[src/rtl/rv32i_types.sv]
// Shared RV32I types for the datapath slice.
// Holds the load/store funct3 encodings, the memory access unit state
// encoding, and the legality check used when a request is accepted.
package rv32i_types;

  typedef enum logic [2:0] {
    lb  = 3'b000,
    lh  = 3'b001,
    lw  = 3'b010,
    lbu = 3'b100,
    lhu = 3'b101
  } load_funct3_t;

  typedef enum logic [2:0] {
    sb = 3'b000,
    sh = 3'b001,
    sw = 3'b010
  } store_funct3_t;

  typedef enum logic [1:0] {
    idle   = 2'b00,
    access = 2'b01,
    resp   = 2'b10
  } mau_state_t;

  // Halfwords need an even address, words need a 4-byte aligned address,
  // and any funct3 outside the listed encodings is rejected.
  function automatic logic access_legal(input logic       write,
                                        input logic [2:0] funct3,
                                        input logic [1:0] offset);
    logic legal_s;
    legal_s = 1'b0;
    if (write) begin
      case (funct3)
        sb:      legal_s = 1'b1;
        sh:      legal_s = ~offset[0];
        sw:      legal_s = (offset == 2'b00);
        default: legal_s = 1'b0;
      endcase
    end else begin
      case (funct3)
        lb, lbu: legal_s = 1'b1;
        lh, lhu: legal_s = ~offset[0];
        lw:      legal_s = (offset == 2'b00);
        default: legal_s = 1'b0;
      endcase
    end
    return legal_s;
  endfunction

endpackage

[src/rtl/mem_access_unit_load_align.sv]
// load_align: moves the addressed byte/halfword of a memory word down to
// bit 0 and sign- or zero-extends it according to the load funct3.
// Ports:
//   rdata  - word returned by memory
//   offset - byte offset within the word (addr[1:0])
//   funct3 - load funct3 (LB/LH/LW/LBU/LHU)
//   result - aligned, extended load data (0 for unknown funct3)
module load_align
  import rv32i_types::*;
(
  input  logic [31:0] rdata,
  input  logic [1:0]  offset,
  input  logic [2:0]  funct3,
  output logic [31:0] result
);

  logic [31:0] shifted_s;

  // Shift the addressed lane to bit 0, then extend by access size.
  always_comb begin
    shifted_s = rdata >> {offset, 3'b000};
    case (funct3)
      lb:      result = {{24{shifted_s[7]}}, shifted_s[7:0]};
      lh:      result = {{16{shifted_s[15]}}, shifted_s[15:0]};
      lw:      result = shifted_s;
      lbu:     result = {24'h00_0000, shifted_s[7:0]};
      lhu:     result = {16'h0000, shifted_s[15:0]};
      default: result = 32'h0000_0000;
    endcase
  end

endmodule

[src/rtl/mem_access_unit.sv]
// mem_access_unit: load/store sequencer between the datapath and the data
// memory port. Accepts one request in IDLE, drives a word-aligned memory
// access until mem_resp (or a timeout), then emits a one-cycle response.
// Ports:
//   clk, rst                      - clock, async active-high reset
//   req_valid/req_ready           - request handshake (ready only in IDLE)
//   req_write/funct3/addr/wdata   - access type, size, byte address, store data
//   mem_address/read/write        - registered memory request
//   mem_wmask/mem_wdata           - byte enables and lane-replicated store data
//   mem_rdata/mem_resp            - memory read word and completion
//   rsp_valid/rsp_rdata           - one-cycle completion and load result
//   misaligned/timeout            - error qualifiers of rsp_valid
module mem_access_unit
  import rv32i_types::*;
#(
  parameter int unsigned TIMEOUT_CYCLES = 255
) (
  input  logic        clk,
  input  logic        rst,
  input  logic        req_valid,
  output logic        req_ready,
  input  logic        req_write,
  input  logic [2:0]  req_funct3,
  input  logic [31:0] req_addr,
  input  logic [31:0] req_wdata,
  output logic [31:0] mem_address,
  output logic        mem_read,
  output logic        mem_write,
  output logic [3:0]  mem_wmask,
  output logic [31:0] mem_wdata,
  input  logic [31:0] mem_rdata,
  input  logic        mem_resp,
  output logic        rsp_valid,
  output logic [31:0] rsp_rdata,
  output logic        misaligned,
  output logic        timeout
);

  // The counter only ever holds 0..TIMEOUT_CYCLES-1.
  localparam int unsigned CNT_W = (TIMEOUT_CYCLES > 1) ? $clog2(TIMEOUT_CYCLES) : 1;
  localparam logic [CNT_W-1:0] CNT_LAST = CNT_W'(TIMEOUT_CYCLES - 32'd1);
  localparam bit TIMEOUT_EN = (TIMEOUT_CYCLES != 32'd0);

  mau_state_t       state_r;
  logic             write_r;
  logic [2:0]       funct3_r;
  logic [1:0]       offset_r;
  logic [CNT_W-1:0] wait_cnt_r;

  logic             legal_s;
  logic [3:0]       wmask_s;
  logic [31:0]      wdata_s;
  logic [31:0]      load_data_s;
  logic             terminal_s;

  assign req_ready  = (state_r == idle);
  assign legal_s    = access_legal(req_write, req_funct3, req_addr[1:0]);
  assign terminal_s = TIMEOUT_EN && (wait_cnt_r == CNT_LAST);

  // Store byte enables and lane-replicated data from the incoming request.
  always_comb begin
    case (req_funct3)
      sb: begin
        wmask_s = 4'b0001 << req_addr[1:0];
        wdata_s = {4{req_wdata[7:0]}};
      end
      sh: begin
        wmask_s = 4'b0011 << req_addr[1:0];
        wdata_s = {2{req_wdata[15:0]}};
      end
      sw: begin
        wmask_s = 4'b1111;
        wdata_s = req_wdata;
      end
      default: begin
        wmask_s = 4'b0000;
        wdata_s = 32'h0000_0000;
      end
    endcase
  end

  load_align u_load_align (
    .rdata  (mem_rdata),
    .offset (offset_r),
    .funct3 (funct3_r),
    .result (load_data_s)
  );

  // Access FSM with registered memory request and response outputs.
  always_ff @(posedge clk or posedge rst) begin
    if (rst) begin
      state_r     <= idle;
      write_r     <= 1'b0;
      funct3_r    <= 3'b000;
      offset_r    <= 2'b00;
      wait_cnt_r  <= '0;
      mem_address <= 32'h0000_0000;
      mem_read    <= 1'b0;
      mem_write   <= 1'b0;
      mem_wmask   <= 4'b0000;
      mem_wdata   <= 32'h0000_0000;
      rsp_valid   <= 1'b0;
      rsp_rdata   <= 32'h0000_0000;
      misaligned  <= 1'b0;
      timeout     <= 1'b0;
    end else begin
      case (state_r)
        idle: begin
          if (req_valid) begin
            write_r  <= req_write;
            funct3_r <= req_funct3;
            offset_r <= req_addr[1:0];
            if (legal_s) begin
              mem_address <= {req_addr[31:2], 2'b00};
              mem_read    <= ~req_write;
              mem_write   <= req_write;
              mem_wmask   <= req_write ? wmask_s : 4'b0000;
              mem_wdata   <= req_write ? wdata_s : 32'h0000_0000;
              wait_cnt_r  <= '0;
              state_r     <= access;
            end else begin
              // Illegal requests never touch memory.
              rsp_valid  <= 1'b1;
              rsp_rdata  <= 32'h0000_0000;
              misaligned <= 1'b1;
              timeout    <= 1'b0;
              state_r    <= resp;
            end
          end
        end
        access: begin
          // A response on the terminal count still completes normally.
          if (mem_resp) begin
            mem_read  <= 1'b0;
            mem_write <= 1'b0;
            rsp_valid <= 1'b1;
            rsp_rdata <= write_r ? 32'h0000_0000 : load_data_s;
            state_r   <= resp;
          end else if (terminal_s) begin
            mem_read  <= 1'b0;
            mem_write <= 1'b0;
            rsp_valid <= 1'b1;
            rsp_rdata <= 32'h0000_0000;
            timeout   <= 1'b1;
            state_r   <= resp;
          end else begin
            wait_cnt_r <= wait_cnt_r + CNT_W'(1);
          end
        end
        resp: begin
          rsp_valid  <= 1'b0;
          rsp_rdata  <= 32'h0000_0000;
          misaligned <= 1'b0;
          timeout    <= 1'b0;
          state_r    <= idle;
        end
        default: begin
          mem_read  <= 1'b0;
          mem_write <= 1'b0;
          rsp_valid <= 1'b0;
          state_r   <= idle;
        end
      endcase
    end
  end

endmodule

[config.mk]
export PLATFORM = sky130hd
export DESIGN_NAME = mem_access_unit
export DESIGN_NICKNAME = d
export VERILOG_FILES = /design/src/rtl/rv32i_types.sv /design/src/rtl/mem_access_unit_load_align.sv /design/src/rtl/mem_access_unit.sv
export SDC_FILE = /design/constraint.sdc
export NUM_CORES = 1
export LEC_CHECK = 0
export BUFFER_PORTS_ARGS = -buffer_cell sky130_fd_sc_hd__buf_4
export CORE_ASPECT_RATIO = 0.9
export CORE_MARGIN = 10
export CORE_UTILIZATION = 40
export CTS_CLUSTER_DIAMETER = 60
export DETAILED_ROUTE_END_ITERATION = 10
export GPL_ROUTABILITY_DRIVEN = 0
export PLACE_DENSITY = 0.76
export SETUP_SLACK_MARGIN = 0.15
export SYNTH_ARGS = -nofsm -noshare
export SYNTH_HDL_FRONTEND = slang
export SYNTH_HIERARCHICAL = 1
export SYNTH_SLANG_ARGS = --single-unit
export TNS_END_PERCENT = 20
[constraint.sdc]
create_clock -name clk -period 3.7 [get_ports clk]
set_input_delay 0.555 -clock clk [delete_from_list [all_inputs] [get_ports clk]]
set_output_delay 0.555 -clock clk [all_outputs]
set_load 0.05 [all_outputs]
==> results of run 1 <==
## power groups by stage
stage	registers (mW)	clock network [mW]	logic (mW)
finish	1.94	1.82	3.12
CTS	1.94	1.85	3.13
global route	2.00	1.92	3.31
global placement	1.95	0	3.08
detailed placement	1.95	0	3.12
floorplan	2.98	0	1.16
## cells in the mapped netlist, drive strengths merged, types with 2 or more instances
master   count  area share [%]
nand2      135             8.5
dfrtp      119              50
a22o        49             7.2
o21ai       46             4.0
buf         32             3.7
nor2        29             2.0
a21oi       25             2.2
mux2i       20             3.4
nor2b       20             2.1
a211oi      14             1.8
clkbuf      12            0.76
nand3       12             1.0
a221oi       9             1.6
mux2         8             1.5
a21o         7            0.89
inv          7            0.44
o2bb2ai      6            0.89
nand2b       4            0.55
nor3b        4            0.86
xor2         4            0.59
o211ai       3            0.46
o22ai        3            0.32
and2         2            0.21
ha           2            0.42
nand3b       2            0.32
nor3         2            0.17
nor4         2            0.32
o31ai        2            0.34
o41ai        2            0.30
or2          2            0.21
or4          2            0.32
## layout make-up
cell class / instances / area (um2)
clock buffer: 20 / 457
fill: 1304 / 6390
multi-input combinational: 430 / 2690
clock inverter: 12 / 199
tap: 198 / 248
sequential: 119 / 2980
inverter: 7 / 30.0
timing repair buffer: 213 / 1620
## stage by stage
stage,hold WS [ps],cell area (um2),instances
floorplan,502,5940,600
global placement,454,7560,967
detailed placement,459,7560,967
CTS,309,8220,999
global route,307,8220,999
finish,325,8220,999
## critical path, stage by stage (launching register included)
cell and delay, ps:
dfrtp_1 560, nor3b_4 490, o21a_2 900, nand3_1 180
nand2_1 120
## cell usage in the layout (no fill, tap or decap), drive strengths merged, types with 20 or more instances in the layout
cell / instances
o21ai: 46
buf: 213
a22o: 49
nand2: 135
dfrtp: 119
nor2b: 20
nor2: 29
a21oi: 25
clkbuf: 20
mux2i: 20
## worst paths after layout
path,endpoint,slack (ps),depth (start not counted)
hold / removal,mem_address[28],330,3
hold reg to reg,mem_wdata[1],470,2
setup reg to reg,mem_wdata[0],1340,4
max in group asynchronous,rsp_rdata[20],2880,3
setup / recovery,mem_wdata[0],1340,4
min in group clk,mem_address[8],330,3
## layer usage
metal / wire, um / global-route usage (%)
met5: 0 / 0
met4: 284 / 5.39
met3: 2050 / 9.49
met2: 8470 / 27.4
met1: 7790 / 22.9
## flip-flops by register name (all words and copies together), names as in the netlist, 2 cells and up
name,count
mem_wdata,32
rsp_rdata,32
mem_address,30
wait_cnt_r,8
mem_wmask,4
funct3_r,3
offset_r,2
state_r,2
## cells by family (layout without fill, tap and decap cells)
family	count (synthesis)	in the layout	synth area share, %
multiplexers	28	28	4.89
flip-flops	119	119	50.2
XOR/XNOR	4	4	0.590
buffers and inverters	51	252	4.91
AND/OR/NAND/NOR	223	223	17.8
adder cells (fa/ha/maj)	2	2	0.422
other	1	2	0.0632
AO/OA/AOI/OAI	171	171	21.1
==> metrics, run 1 <==
CTS tree done; clock share of power 26.4%; Total GRT Usage a little under a fifth; fin worst setup slack around 1300 ps; worst vdd ir 0.648 mV; Critical path origin state_r[1]; Flop pwr share 28.3%; Worst EP required 4050 ps; layout cells sized above 1 34.7%; dpl hpwl 13200 um; vias per cell 5.31; DRT iter0 DRCs 385; mapped cell area 5930 um2; hold crit path type input port to async pin; Worst Setup Path Type register to register; clk slew on worst S/H paths 50 ps; # H-tree levels 4; CTS buffer count 17; Placement Setup Slack 1160 ps; Mean Syn Cell Area 9.91 um2; Sw Ratio 43.6%; ant diodes 0; Slew @ Worst Pin 1040 ps; P_leak around 4.2 nW; Final Setup Violations 0; RSZ-0062 raised after global routing no; DR pass1 iterations 5; total setup buffers inserted after CTS 0; vias in the first global route 5482; Worst Path Max Fanout 53; # rows 42; CTS root buffer clkbuf_16; Slew Limit Fails 0; die area 20100 um2; period utilization between 60% and 70%; chip width 148 um; Seq/Total Area, Yosys between 50 and 60%; worst r2r src state_r[1]; NetSw 3.00 mW; DR WL/cell 18.6 um; Area growth syn-to-layout 38.5%; Longest Clk Path Bufs 2; largest net degree at the start of global routing between 100 and 150; Worst Clk Skew roughly 6.9 ps; Final Critical Period 2360 ps; total power 6.88 mW; fin util 56.3%; # hold bufs at CTS 0; Synth Flop Type dfrtp_1; routed vias 5305; IO Count 210; Pint 3.88 mW; flops & latches, synth 119; initial antenna violation count 0; first-pass GRT wire length 29700 um; asr flop ratio synth 100%; critical path launch point type register; setup_tns 0 ps; core box area ~15000 um2; DRC 0; CP arrival ~2700 ps; Clock Latency Late Sink slightly above 400 ps; library cells used by synthesis 62; ANT nets after route 0; DRT Wirelength ~19000 um; CTS sink cnt 119; Initial Utilization between 40% and 50%; max cap viols 0; cells after synthesis 599; Final Hold Vio Count 0; run status finished clean; remaining global-route overflow 0; Achievable Freq between 0.4 and 0.5 GHz; number of port buffers 207; Final nets 894; height of the chip 136 um; Post-synth EDFFs 0; cts repair resizes 0; Slew HR 30.4%; pwr/cell area 837 nW/um2; Synthesis Warnings 6; Comb power frac between 40% and 50%; Worst Setup End Kind register
(Power assumes the default switching activity.)
==> inputs of run 2 (changes only) <==
ABC_AREA = 1   (was unset)
PLACE_DENSITY = 0.75   (was 0.76)
clock period = 2.13 ns   (was 3.7 ns; I/O delays follow)
==> run 2 against run 1 <==
Against the previous run: design area up 3.5%; non-clock buffer count up 5; sequential share of layout area down 1.2 points; global-route usage down 0.058 points; sequential power up 70%; critical path type unchanged; largest cell class unchanged.
==> metrics, run 2 <==
routed vias 6128; Pint about 6.5 mW; Synthesis Warnings 6; flops & latches, synth 119; DR pass1 iterations 6; asr flop ratio synth 100%; CP arrival between 2000 and 2500 ps; CP cell instances nor2_4 > inv_2 > nor2_4 > nand2_2 > inv_2 > buf_12 > nand3_1 > nand2_1; CP delay by family, top simple AND/OR/NAND/NOR gates; IO Count 210; Post-synth top cells nand2_1, dfrtp_1, nand3_1; ant diodes 0; Worst Path Max Fanout 55; Final Setup Violations 0; met1 Use GR 23.5%; # H-tree levels 4; fin worst setup slack ~350 ps; max cap viols 0; Worst Clk Skew 10.4 ps; clk slew on worst S/H paths 50 ps; simple-gate share of the synthesized area between 40% and 50%; ANT nets after route 0; initial antenna violation count 0; Final Critical Period 1780 ps; vias per cell 4.87; top post-synthesis cells by area dfrtp_1, nand2_1, nand3_1, nand3_2, buf_4; Mean Syn Cell Area 7.36 um2; Worst EP required ~2500 ps; critical path launch point type register; library cells used by synthesis 33; pwr/cell area 1390 nW/um2; NetSw 5.33 mW; Post-Synth XOR/XNOR Area 0.420%; remaining global-route overflow 0; Longest Clk Path Bufs 2; vias in the first global route 6025; met3 GRT Util roughly 6.5%; DRT iter0 DRCs 501; Sw Ratio a little under half; height of the chip 139 um; P_leak roughly 4.9 nW; chip width 152 um; Total GRT Usage 18.4%; mapped cell area between 6000 and 7000 um2; CTS sink cnt 119; Slew HR 52.6%; Flop pwr share ~28%; Final nets 1151; die area 21100 um2; layout cells sized above 1 between 20% and 30%; first-pass GRT wire length ~32000 um; Max stage delay on crit path 440 ps; worst vdd ir 0.599 mV; most common cell in the netlist nand2_1; worst r2r src state_r[0]; DR WL/cell approximately 16 um; dpl hpwl 14800 um; M2 GR Usage around 29%; main combinational cell family by area after synthesis simple AND/OR/NAND/NOR gates; commonest non-fill, non-tap cell in the layout nand2_1; Comb power frac approximately 47%; Slew Limit Fails 0; endpoint of the worst register-to-register path mem_wdata[11]; area leader, netlist dfrtp_1; Compound-Gate Fraction of Synth Area 3.08%; number of port buffers about 210; run status finished clean; Initial Utilization 40.7%; # rows 43; setup_tns 0 ps; commonest cells after routing, fill and taps aside nand2_1, buf_4, dfrtp_1; Final Hold Vio Count 0; Synth top area share 47.6%; cells after synthesis 850; Fill cells around 1500; CTS tree done; CP Buf/Inv Count 3; Clock Latency Late Sink 410 ps; largest net degree at the start of global routing 120; total setup buffers inserted after CTS 0; Worst Setup End Kind register; DRC 0; CTS root buffer clkbuf_16; Achievable Freq 0.563 GHz; clock share of power 25.0%; Seq/Total Area, Yosys 47.6%; DRT Wirelength slightly below 20000 um; CTS buffer count 17; Placement Setup Slack 318 ps; period utilization 83.4%; Slew @ Worst Pin 712 ps; R2R setup slack ~350 ps; Largest regs mem_wdata (32), rsp_rdata (32), mem_address (30); Post-synth EDFFs 0; RSZ-0062 raised after global routing no; core box area approximately 15000 um2; Synth Flop Type dfrtp_1; grt peak-use layer met2; R2R depth 8; Synth Area in Adders 0.400%; Worst Setup Path Type register to register; fin util 55.3%; post-synthesis mux area share 0%; Area growth syn-to-layout 35.9%; hold crit path type input port to async pin; CP max-delay cell dfrtp_1
[run 2: cell count changes in the layout (fill, tap and decap cells not counted), moves of 12 or more]
cell	previous run	this run
nand3_1	12	88
a21oi_1	24	5
mux2i_1	20	0
nand3_2	0	12
nor2b_1	20	0
nand2_1	135	460
a22o_1	49	0
a211oi_1	14	0
inv_1	5	22
o21ai_0	34	15
[run 2: tightest hold or removal path, stage by stage]
cell and delay (ps):
buf_4 120, clkinvlp_4 70, buf_12 380
[run 2: final cells by class]
| cell class | instances | area (um2) | area share (%) |
|---|---|---|---|
| Inverter | 33 | 133 | 1.56 |
| Tap cell | 202 | 253 | 2.97 |
| Multi-Input combinational cell | 656 | 2870 | 33.7 |
| Sequential cell | 119 | 2980 | 35.0 |
| Timing Repair Buffer | 218 | 1670 | 19.7 |
| Clock buffer | 21 | 450 | 5.29 |
| Clock inverter | 10 | 153 | 1.79 |
[run 2: logic make-up (layout without fill, tap and decap cells)]
family	count (synthesis)	count (layout)
compound gates	35	35
xor+xnor	3	3
fa+ha+maj	2	2
buf+inv	76	282
flops	119	119
other cells	1	2
simple gates	614	614
[run 2: repair_timing]
| action | CTS | global route |
|---|---|---|
| endpoints found under the setup margin | 0 | 29 |
| endpoints found under the hold margin | 0 | 0 |
| gates resized for setup | 0 | 1 |
| hold buffers | 0 | 0 |
[run 2: stage by stage]
step | hold slack (ps) | power [mW] | area [um2] | instances
after global routing | 97.7 | 12.5 | 8510 | 1259
after global placement | 458 | 8.82 | 7900 | 1228
after CTS | 83.5 | 11.9 | 8500 | 1259
after detailed placement | 461 | 8.89 | 7900 | 1228
after floorplan | 429 | 7.34 | 6270 | 851
final | 26.4 | 11.8 | 8510 | 1259
[run 2: power groups by stage]
stage,clock (mW),sequential [mW],combinational (mW)
final,2.95,3.30,5.55
after global placement,0,3.29,5.53
after detailed placement,0,3.30,5.59
after floorplan,0,5.02,2.33
after CTS,3.01,3.29,5.58
after global routing,3.11,3.38,6.01
[run 2: per-layer routing]
metal / wire length, um / up-vias
li1: - / 3047
met1: 8350 / 2794
met2: 9280 / 264
met3: 1890 / 23
met4: 194 / 0
met5: 0 / -
[run 2: how the worst max path moves through the flow]
stage	from	end	slack, ps	cells after the start
after floorplan	rst	funct3_r[0]	360	1
after CTS	wait_cnt_r[0]	rsp_rdata[20]	330	11
after global placement	req_addr[0]	mem_wdata[11]	330	9
after detailed placement	req_addr[0]	mem_wdata[11]	320	9
final	state_r[0]	mem_wdata[11]	350	8
after global routing	state_r[0]	mem_wdata[17]	210	8
